`src/rtl/rr_decoder_arbiter_pkg.sv`:
```
// Shared definitions for the round-robin decoder arbiter: state encoding,
// requester count and the rotating-priority search used to pick a winner.
package rr_decoder_arbiter_pkg;

    localparam int NUM_REQ = 4;

    typedef enum logic [1:0] {
        IDLE       = 2'd0,
        GRANT      = 2'd1,
        TURNAROUND = 2'd2
    } arb_state_t;

    // Returns {found, index}; scanning from the far end lets the requester
    // closest to ptr overwrite any later candidate.
    function automatic logic [2:0] rr_pick(input logic [NUM_REQ-1:0] req,
                                           input logic [1:0] ptr);
        logic [1:0] idx;
        rr_pick = 3'b000;
        for (int i = NUM_REQ - 1; i >= 0; i--) begin
            idx = ptr + 2'(i);
            if (req[idx]) begin
                rr_pick = {1'b1, idx};
            end
        end
    endfunction

endpackage

```
`src/rtl/rr_decoder_arbiter_grant_decoder.sv`:
```
// Enabled 2-to-4 decoder that turns the registered owner index into the
// one-hot select lines of the shared resource.
module grant_decoder_2to4
    import rr_decoder_arbiter_pkg::*;
(
    input  logic [1:0]         addr,
    input  logic               en,
    output logic [NUM_REQ-1:0] out
);

    always_comb begin
        out = '0;
        if (en) begin
            out[addr] = 1'b1;
        end
    end

endmodule

```
`src/rtl/rr_decoder_arbiter.sv`:
```
// Four-requester round-robin arbiter with locked grants, bounded tenure
// pre-emption and a turnaround gap between consecutive owners.
module rr_decoder_arbiter
    import rr_decoder_arbiter_pkg::*;
#(
    parameter int MAX_HOLD    = 8,
    parameter int TURN_CYCLES = 1
)(
    input  logic               clk,
    input  logic               reset,
    input  logic [NUM_REQ-1:0] req,
    output logic [NUM_REQ-1:0] grant,
    output logic [1:0]         grant_addr,
    output logic               grant_valid,
    output logic               busy
);

    localparam int TENURE_W = (MAX_HOLD < 1) ? 1 : $clog2(MAX_HOLD + 1);
    localparam logic [TENURE_W-1:0] HOLD_LIMIT = TENURE_W'(MAX_HOLD);
    localparam logic [3:0]          TURN_LIMIT = 4'(TURN_CYCLES);

    arb_state_t          state_q, state_d;
    logic [1:0]          ptr_q, ptr_d;
    logic [1:0]          addr_q, addr_d;
    logic                valid_q, valid_d;
    logic [TENURE_W-1:0] tenure_q, tenure_d;
    logic [3:0]          turn_q, turn_d;

    logic [2:0]          pick;
    logic                owner_released;
    logic                others_waiting;
    logic                preempt;

    assign pick           = rr_pick(req, ptr_q);
    assign owner_released = !req[addr_q];
    assign others_waiting = |(req & ~(NUM_REQ'(1) << addr_q));
    assign preempt        = (MAX_HOLD != 0) && (tenure_q == HOLD_LIMIT) && others_waiting;

    always_comb begin
        state_d  = state_q;
        ptr_d    = ptr_q;
        addr_d   = addr_q;
        valid_d  = valid_q;
        tenure_d = tenure_q;
        turn_d   = turn_q;
        case (state_q)
            IDLE: begin
                if (pick[2]) begin
                    state_d  = GRANT;
                    addr_d   = pick[1:0];
                    valid_d  = 1'b1;
                    tenure_d = TENURE_W'(1);
                end
            end
            GRANT: begin
                if (owner_released || preempt) begin
                    state_d = TURNAROUND;
                    valid_d = 1'b0;
                    ptr_d   = addr_q + 2'd1;
                    turn_d  = 4'd1;
                end else if ((MAX_HOLD != 0) && (tenure_q != HOLD_LIMIT)) begin
                    tenure_d = tenure_q + TENURE_W'(1);
                end
            end
            TURNAROUND: begin
                // ptr already points past the previous owner, so the
                // search below naturally demotes it.
                if (turn_q == TURN_LIMIT) begin
                    if (pick[2]) begin
                        state_d  = GRANT;
                        addr_d   = pick[1:0];
                        valid_d  = 1'b1;
                        tenure_d = TENURE_W'(1);
                    end else begin
                        state_d = IDLE;
                    end
                end else begin
                    turn_d = turn_q + 4'd1;
                end
            end
            default: begin
                state_d = IDLE;
                valid_d = 1'b0;
            end
        endcase
    end

    always_ff @(posedge clk or posedge reset) begin
        if (reset) begin
            state_q  <= IDLE;
            ptr_q    <= 2'd0;
            addr_q   <= 2'd0;
            valid_q  <= 1'b0;
            tenure_q <= '0;
            turn_q   <= 4'd0;
        end else begin
            state_q  <= state_d;
            ptr_q    <= ptr_d;
            addr_q   <= addr_d;
            valid_q  <= valid_d;
            tenure_q <= tenure_d;
            turn_q   <= turn_d;
        end
    end

    assign grant_addr  = addr_q;
    assign grant_valid = valid_q;
    assign busy        = (state_q != IDLE);

    grant_decoder_2to4 u_decoder (
        .addr (addr_q),
        .en   (valid_q),
        .out  (grant)
    );

endmodule

```
`config.mk`:
```
export PLATFORM = sky130hd
export DESIGN_NAME = rr_decoder_arbiter
export DESIGN_NICKNAME = d
export VERILOG_FILES = /design/src/rtl/rr_decoder_arbiter_pkg.sv /design/src/rtl/rr_decoder_arbiter_grant_decoder.sv /design/src/rtl/rr_decoder_arbiter.sv
export SDC_FILE = /design/constraint.sdc
export NUM_CORES = 1
export LEC_CHECK = 0
export CAP_MARGIN = 20
export CORE_MARGIN = 2
export CORE_UTILIZATION = 25
export DETAILED_ROUTE_END_ITERATION = 10
export DONT_BUFFER_PORTS = 1
export PLACE_DENSITY = 0.39
export SLEW_MARGIN = 10
export SYNTH_ARGS = -nofsm -noshare
export SYNTH_HDL_FRONTEND = slang
export SYNTH_SLANG_ARGS = --single-unit
```
`constraint.sdc`:
```
create_clock -name clk -period 5.5 [get_ports clk]
set_input_delay 0.825 -clock clk [delete_from_list [all_inputs] [get_ports clk]]
set_output_delay 0.825 -clock clk [all_outputs]
set_load 0.03 [all_outputs]
```
# Word-level counts from Yosys, hierarchy flattened

Index checks and enable logic that the tools add are counted.

Add/sub/neg operators: 6
Order comparisons: 6
Reduce and logical (&&, ||, !) cells: 16
Shifts and indexed selects: 1
Equal/unequal tests: 11
Bitwise gates (word level): 2
Multiplexer cells: 37

Operators by type and width:

| operator                                                              | number |
|---|---|
| 4-bit two-way mux                                                     | 7 |
| 2-bit by 3-bit < comparator with 1-bit output, second input constant  | 5 |
| 3-bit two-way mux                                                     | 4 |
| 2-bit != test, second input constant                                  | 6 |
| 4-bit one-hot mux with 3 select lines                                 | 1 |
| 1-bit binary-select mux with 2-bit select                             | 5 |
| 1-bit two-way mux                                                     | 10 |
| 2-bit two-way mux                                                     | 5 |
| 4-bit by 1-bit adder with 4-bit output, second input constant         | 2 |
| 4-bit one-hot mux with 2 select lines                                 | 1 |
| 2-bit one-hot mux with 3 select lines                                 | 1 |
| 2-bit AND reduction                                                   | 3 |
| 3-bit AND reduction                                                   | 2 |
| 2-bit nonzero test                                                    | 3 |
| 2-bit by 1-bit adder with 2-bit output, second input constant         | 2 |
| 2-bit adder, second input constant                                    | 2 |
| 4-bit bitwise AND                                                     | 1 |
| 4-bit by 1-bit equality test with 1-bit output, second input constant | 1 |
| 4-bit equality test, second input constant                            | 1 |
| 4-bit != test, second input constant                                  | 1 |
| 4-bit inverter                                                        | 1 |
| 2-bit one-hot mux with 2 select lines                                 | 1 |
| 4-bit AND reduction                                                   | 1 |
| 4-bit OR reduction                                                    | 1 |
| other kinds (11)                                                      | 12 |

Logic and storage cells: 85
Input bits: 6
Flip-flop bits (word level): 15
Output and inout port bits: 8

# Logic depth before layout (Yosys ltp)

Gate-level depths: netlist of run 1.

Depth after elaboration: 10
Mapped depth: 7

# Modules after synthesis

A second synthesis of run 1 with hierarchy kept.

Cells, all modules: 112
Area, all modules: 1091.0 um^2

Modules (own cells, without submodules):

| module             | seq. area each (um^2) | instances | cells an instance | area an instance (um^2) |
|---|---|---|---|---|
| rr_decoder_arbiter | 375.4                 | 1         | 108               | 1053.5 |
| grant_decoder_2to4 | 0.0                   | 1         | 4                 | 37.5 |

# Least setup slack after synthesis of run 1

OpenSTA, ideal clock, no wires.

Path type: reg-to-reg
Start point: register addr_q[0] (netlist: grant_addr[0])
End point: register tenure_q[3]
Arrival: 2.093 ns
Path buffers: 0
Setup slack: 3.341 ns
Setup time: 0.066 ns
Cell stages (with the launch flop): 8
Required time: 5.434 ns
Cell sequence: dfrtp_1 inv_1 ha_1 and2b_2 o41ai_4 o2111ai_2 or4_1 nand2_1

Word-level cells in the longest chain between the ends: 8
Elaborated cells between the ends (all ways): 11

Ends and longest elaborated chain:

| item                                        | line                      | source |
|---|---|---|
| from (decl)                                 | rr_decoder_arbiter.sv:24  | `logic [1:0] addr_q, addr_d;` |
| from (signal assigned)                      | rr_decoder_arbiter.sv:99  | `addr_q <= addr_d;` |
| 1-bit by 2-bit left shift with 4-bit output | rr_decoder_arbiter.sv:36  | `assign others_waiting = \|(req & ~(NUM_REQ'(1) << addr_q));` |
| 4-bit inverter                              | rr_decoder_arbiter.sv:36  |  |
| 4-bit bitwise AND                           | rr_decoder_arbiter.sv:36  |  |
| 4-bit OR reduction                          | rr_decoder_arbiter.sv:36  |  |
| 1-bit logical AND                           | rr_decoder_arbiter.sv:37  | `assign preempt = (MAX_HOLD != 0) && (tenure_q == HOLD_LIMIT) && others_waiting;` |
| 1-bit logical OR (*)                        | rr_decoder_arbiter.sv:56  | `if (owner_released \|\| preempt) begin` |
| 2-bit != test (no source line) (*)          | --                        |  |
| 4-bit AND reduction (no source line) (*)    | --                        |  |
| to (signal assigned)                        | rr_decoder_arbiter.sv:101 | `tenure_q <= tenure_d;` |
| to (decl)                                   | rr_decoder_arbiter.sv:26  | `logic [TENURE_W-1:0] tenure_q, tenure_d;` |

Every way passes the cells marked *; elsewhere a longest branch is shown, timed or not. The select of a mux whose other input is x is not followed.
A chain may end at the register's enable or synchronous reset.

# Worst setup path after layout of run 1

Start point: register addr_q[0] (netlist: grant_addr[0])
End point: output port grant[0]

Word-level cells in the longest chain between the ends: 5
Elaborated cells between the ends (all ways): 6

Ends and longest elaborated chain:

| item                                                                                                                                                | line                                   | source |
|---|---|---|
| 2-bit by 3-bit < comparator with 1-bit output (implied by the code) or 2-bit by 1-bit greater-or-equal comparator with 1-bit output (tied branches) | rr_decoder_arbiter_grant_decoder.sv:14 | `out[addr] = 1'b1;` |
| 1-bit logical AND (implied by the code)                                                                                                             | rr_decoder_arbiter_grant_decoder.sv:14 |  |
| 1-bit two-way mux (implied by the code)                                                                                                             | rr_decoder_arbiter_grant_decoder.sv:14 |  |
| 1-bit demux with 2-bit select (*)                                                                                                                   | --                                     |  |
| 4-bit two-way mux (*)                                                                                                                               | rr_decoder_arbiter_grant_decoder.sv:13 | `if (en) begin` |
| to (decl)                                                                                                                                           | rr_decoder_arbiter.sv:12               | `output logic [NUM_REQ-1:0] grant,` |

Every way passes the cells marked *; elsewhere a longest branch is shown, timed or not.

==> results of run 1 <==
-- power by group --
| group | switching (mW) | internal [mW] |
|---|---|---|
| Clock | 0.0374 | 0.0512 |
| Combinational | 0.179 | 0.116 |
| Sequential | 0.0753 | 0.149 |
-- metrics by stage --
step | cells | util [%] | instance area [um^2] | power [mW] | setup WS, ns
after floorplan | 106 | - | 1021 | 0.4584 | 3.341
after global placement | 156 | 27.28 | 1084 | 0.5231 | 3.160
after detailed placement | 156 | 27.28 | 1084 | 0.5252 | 3.094
after CTS | 160 | 28.42 | 1129 | 0.6189 | 3.029
after global routing | 160 | 28.42 | 1129 | 0.6622 | 2.910
final | 160 | 28.42 | 1129 | 0.6077 | 3.067
-- placed cells by master (no fill, tap or decap), types with 3 or more instances in the layout --
cell	instances
dfrtp_1	15
nand2_1	10
nor2_1	9
inv_1	8
ha_1	8
a21oi_1	7
o21ai_0	5
and2_1	4
mux2i_1	3
nand3_1	3
clkbuf_8	3
-- state kept, by name, summed over array words and instances, names as in the netlist --
register	cells
turn_q	4
ptr_q	2
grant_addr	2
state_q	2
grant_valid	1
tenure_q	4
-- final timing paths --
check,from,cells past startpoint,end,slack (ns)
setup / recovery,grant_addr[0],3,grant[0],3.07
hold / removal,reset,1,tenure_q[3],0.54
setup reg to reg,grant_addr[0],7,tenure_q[3],3.11
hold reg to reg,ptr_q[0],2,ptr_q[0],0.54
max in group asynchronous,reset,1,state_q[0],4.54
min in group clk,ptr_q[0],2,ptr_q[0],0.54
-- final cells by class --
class	instances	area, um^2
Sequential cell	15	375.4
Clock buffer	4	45.04
Tap cell	50	62.56
Inverter	8	30.03
Multi-Input combinational cell	83	615.6
Fill cell	438	2843
-- logic make-up after synthesis --
family                   synth area share [%]
buffers and inverters                   2.941
flip-flops                              36.76
XOR/XNOR                                1.716
multiplexers                            6.250
AO/OA/AOI/OAI                           18.14
adder cells (fa/ha/maj)                 9.804
AND/OR/NAND/NOR                         24.39
-- critical path, delay by kind of cell, from the launching register on --
family | cells | cell delay (ns)
buffers and inverters | 1 | 0.18
DFF | 1 | 0.65
and+or+nand+nor | 1 | 0.26
adders and majority gates | 1 | 0.28
-- per-layer routing --
metal	global-route usage [%]	vias up
met3	3.125	4
met2	16.54	18
li1	-	377
met4	3.000	0
met1	13.55	356
met5	0	-
==> impl_metrics.csv, run 1 <==
group,metric,value,unit
outcome,status,"completed",
timing,hold_violations,0,
floorplanning,rows,23,
global_route,antenna_found_initial,0,
clock_network,cts_made_buffers,3,
place,dpl.hpwl,1673,um
setup_path,critical_path_arrival,1.61,ns
clock_network,clk_latency,0.25,ns
timing,hold_ws,0.5411,ns
cells_and_area,layout-drive-gt1-share,16.36,%
clock_network,cts_sinks,15,
timing,fin_crit,2.433,ns
detailed_routing,via_count,755,
detailed_routing,vias_per_cell,4.719,
setup_path,start_kind,"flip-flop",
synth,syn_avg_cell_area,9.632,um^2
cells_and_area,antenna_cells,0,
detailed_routing,drt_iter0_markers,21,
synth,async_flop_share,100.0,%
clock_network,post_cts_buffers,0,
power_and_ir_drop,powerDensity,538.5,nW/um^2
synth,synth.cell_area,1021,um^2
global_route,grt_pass1_vias,756,
hold_path,hold_path.class,"input port to async pin",
synth,synth.most_common_cell,"dfrtp_1",
detailed_routing,wirelength,2180,um
timing,report.final.slew_viol_count,0,
clock_network,path_clk_slew,0.06,ns
timing,rsz0062_at_grt,"false",
floorplanning,initial_core_util,25.71,%
timing,fmax,411.0,MHz
synth,synthCells,106,
power_and_ir_drop,ir_worst_vdd,182.1,uV
synth,synthDistinctLibCells,39,
clock_network,root_buffer,"clkbuf_8",
synth,ys_seq_area_share,36.76,%
setup_path,end_kind,"output port",
synth,yosys_warnings,0,
synth,synth_top_area_share,36.76,%
cells_and_area,area_delta_synth_final,10.54,%
place,io_buffers,0,
clock_network,clock_path_buffers,2,
clock_network,htreeDepth,1,
place,gp_congestion,0.7007,
floorplanning,die_w,67.91,um
synth,synth_edf_count,0,
timing,fin_tns_setup,0,ns
setup_path,critPathSlowestCell,"dfrtp_1",
run,drv_cap,0,
detailed_routing,wl_met2,954,um
timing,max_slew_margin,56.81,%
clock_network,cts_tree,"done",
synth,synth.area.top_cells,"dfrtp_1, ha_1, nand2_1, a21oi_1, nor2_1",
timing,finalSetupViolations,0,
detailed_routing,ant_nets,0,
global_route,overflow,0,
detailed_routing,drc,0,
detailed_routing,post_drt_wl_per_cell,13.63,um
timing,finalCritPeriodShare,44.24,%
floorplanning,die_area,4611,um^2
detailed_routing,wl_met3,117,um
detailed_routing,dr.pass1.iters,4,
global_route,grt_max_degree,16,
setup_path,path_cells,"inv_1 > ha_1 > and2_1",
global_route,grt.total_usage,10.38,%
floorplanning,core_area,3971,um^2
detailed_routing,routed.top_layer,"met4",
floorplanning,io_pins,14,
synth,ys.flop_type,"dfrtp_1",
setup_path,required,4.68,ns
setup_path,cp_max_fo,8,
clock_network,cts_resized,0,
timing,worst_pin_slew,0.6429,ns
cells_and_area,nets,125,
synth,synth_area_leader_cell,"dfrtp_1",
timing,finClkSkew,0.006472,ns
synth,synth_fp_nets,120,
synth,synth-seq-cells,15,
synth,synth_common_cells,"dfrtp_1, nand2_1, nor2_1, ha_1, inv_1",
setup_path,cp_slowest_stage_delay,0.65,ns
clock_network,cts_hold_buffers,0,
detailed_routing,wl_met1,1080,um
power_and_ir_drop,power_leakage,0.4999,nW
floorplanning,die_y,67.91,um
global_route,grt_first_pass_wirelength,3581,um
setup_path,crit_type,"flip-flop to output port",
Power figures use the tool's default switching activity.
==> run 2: changes to the inputs <==
--- a/config.mk
+++ b/config.mk
@@ -10,7 +10,7 @@
 export CORE_UTILIZATION = 25
 export DETAILED_ROUTE_END_ITERATION = 10
 export DONT_BUFFER_PORTS = 1
-export PLACE_DENSITY = 0.39
+export PLACE_DENSITY = 0.41
 export SLEW_MARGIN = 10
 export SYNTH_ARGS = -nofsm -noshare
 export SYNTH_HDL_FRONTEND = slang
==> constraint.sdc (replaced) <==
create_clock -name clk -period 2 [get_ports clk]
set_input_delay 0.3 -clock clk [delete_from_list [all_inputs] [get_ports clk]]
set_output_delay 0.3 -clock clk [all_outputs]
set_load 0.03 [all_outputs]
==> impl_metrics.csv, run 2 (same netlist as run 1, synthesis figures left out) <==
group,metric,value,unit
detailed_routing,drt_iter0_markers,29,
clock_network,cts_sinks,15,
place,dpl.hpwl,1783,um
clock_network,clock_path_buffers,2,
cells_and_area,reg_top3,"tenure_q x4, turn_q x4",
cells_and_area,final_common_cell,"dfrtp_1",
place,dpl_cell_area,1141,um^2
floorplanning,initial_core_util,25.71,%
detailed_routing,vias_per_cell,4.743,
setup_path,end_kind,"flip-flop",
place,dp.cells,163,
global_route,overflow,0,
timing,fin_ws,-0.0002474,ns
detailed_routing,dr.pass1.iters,4,
setup_path,crit_family,"simple AND/OR/NAND/NOR gates",
clock_network,path_clk_slew,0.07,ns
power_and_ir_drop,powerDensity,1535,nW/um^2
cells_and_area,antenna_cells,0,
cells_and_area,layout-drive-gt1-share,33.06,%
timing,fmax,499.9,MHz
floorplanning,io_pins,14,
outcome,status,"finished, violations left",
setup_path,crit_type,"flip-flop to flip-flop",
outcome,violations,"setup timing",
floorplanning,die_y,67.91,um
power_and_ir_drop,ir_worst_vdd,429.1,uV
floorplanning,core_area,3971,um^2
global_route,grt.total_usage,11.49,%
timing,max_slew_margin,57.77,%
floorplanning,die_area,4611,um^2
cells_and_area,final_cell_mix,"dfrtp_1, buf_4, nand2_1",
detailed_routing,drc,0,
clock_network,clk_latency,0.25,ns
setup_path,worstReg2RegStart,"grant_addr[0]",
setup_path,regToRegEndpoint,"tenure_q[3]",
setup_path,critPathSlowestCell,"or4_1",
setup_path,cp_max_fo,5,
global_route,antenna_found_initial,0,
timing,hold_violations,0,
timing,rsz0062_at_grt,"true",
global_route,grt_pass1_vias,825,
cells_and_area,fillerInstances,423,
cells_and_area,final_cell_count_no_fill,171,
setup_path,start_kind,"flip-flop",
place,gp_congestion,0.6937,
setup_path,required,2.19,ns
clock_network,root_buffer,"clkbuf_8",
floorplanning,die_w,67.91,um
clock_network,htreeDepth,1,
setup_path,worst-path-buf-inv,1,
detailed_routing,post_drt_wl_per_cell,13.74,um
timing,finClkSkew,0.005481,ns
timing,worst_pin_slew,0.6328,ns
cells_and_area,utilization,31.63,%
run,drv_cap,0,
timing,finalSetupViolations,1,
clock_network,cts_tree,"done",
clock_network,cts_hold_buffers,0,
detailed_routing,ant_nets,0,
place,io_buffers,0,
timing,fin_crit,2.000,ns
timing,finalCritPeriodShare,100.0,%
power_and_ir_drop,power_leakage,0.5561,nW
timing,report.final.slew_viol_count,0,
clock_network,cts_made_buffers,3,
cells_and_area,nets,136,
global_route,grt_max_degree,16,
hold_path,hold_path.class,"input port to async pin",
detailed_routing,via_count,811,
cells_and_area,area_delta_synth_final,23.04,%
cells_and_area,fin_area,1256,um^2
timing,hold_ws,0.01429,ns
setup_path,cp_slowest_stage_delay,0.48,ns
setup_path,reg2reg_slack,-0.0002,ns
floorplanning,rows,23,
global_route,grt_first_pass_wirelength,3933,um
setup_path,r2r_cells,7,
setup_path,critical_path_arrival,2.19,ns
detailed_routing,wirelength,2350,um
setup_path,path_cells,"inv_4 > ha_4 > and2b_2 > o41ai_4 > o2111ai_2 > or4_1 > nand2_1",
## run 2: cell count changes in the layout (fill, tap and decap cells not counted), moves of 2 or more
cell     change
dfrtp_2      +2
dfrtp_1      -2
inv_1        -2
ha_1         -3
buf_4       +11
ha_4         +2
## run 2: area by class of cell
class / instances / area, um^2 / share of cell area [%]
Timing Repair Buffer: 11 / 82.58 / 6.574
Clock buffer: 3 / 41.29 / 3.287
Clock inverter: 1 / 5.005 / 0.3984
Tap cell: 50 / 62.56 / 4.980
Multi-Input combinational cell: 83 / 654.4 / 52.09
Inverter: 8 / 32.53 / 2.590
Sequential cell: 15 / 377.9 / 30.08
## run 2: routing by layer
layer / routed length [um] / vias up / global-route usage, %
li1: - / 403 / -
met1: 1061 / 385 / 14.67
met2: 1126 / 21 / 18.87
met3: 145 / 2 / 3.454
met4: 17 / 0 / 3.000
met5: 0 / - / 0
## run 2: what timing repair did
item	CTS	global route
setup buffers	0	4
pin swaps	0	2
gates cloned	0	0
gates resized for setup	0	9
setup endpoints to repair	1	5
## run 2: worst register-to-register path, stage by stage (launching register included)
cell       delay, ns
dfrtp_2         0.45
inv_4           0.11
ha_4            0.13
and2b_2         0.22
o41ai_4         0.30
o2111ai_2       0.16
or4_1           0.48
nand2_1         0.08
## run 2: worst max path at each step
stage	start	to	slack (ns)	cells past startpoint
after floorplan	grant_addr[0]	tenure_q[3]	-0.05	7
after global placement	grant_addr[0]	tenure_q[3]	0.06	7
after detailed placement	grant_addr[0]	tenure_q[3]	0.005	7
after CTS	grant_addr[0]	tenure_q[3]	-0.02	7
after global routing	grant_addr[0]	tenure_q[3]	-0.09	7
final	grant_addr[0]	tenure_q[3]	-0.0002	7
## run 2: stage by stage
stage | total power, mW | worst slack, ns | setup TNS [ns]
3_5_place_dp | 1.573 | 0.004987 | 0
4_1_cts | 1.840 | -0.02092 | -0.02092
6_report | 1.928 | -0.0002474 | -0.0002474
3_3_place_gp | 1.559 | 0.05697 | 0
2_1_floorplan | 1.271 | -0.04956 | -0.04956
5_1_grt | 2.115 | -0.09076 | -0.09076
## run 2: power by group
| group | total (mW) | switching (mW) | leakage [nW] | internal, mW |
|---|---|---|---|---|
| Combinational | 1.13 | 0.628 | 0.349 | 0.498 |
| Clock | 0.255 | 0.117 | 0.0255 | 0.138 |
| Sequential | 0.547 | 0.134 | 0.182 | 0.413 |
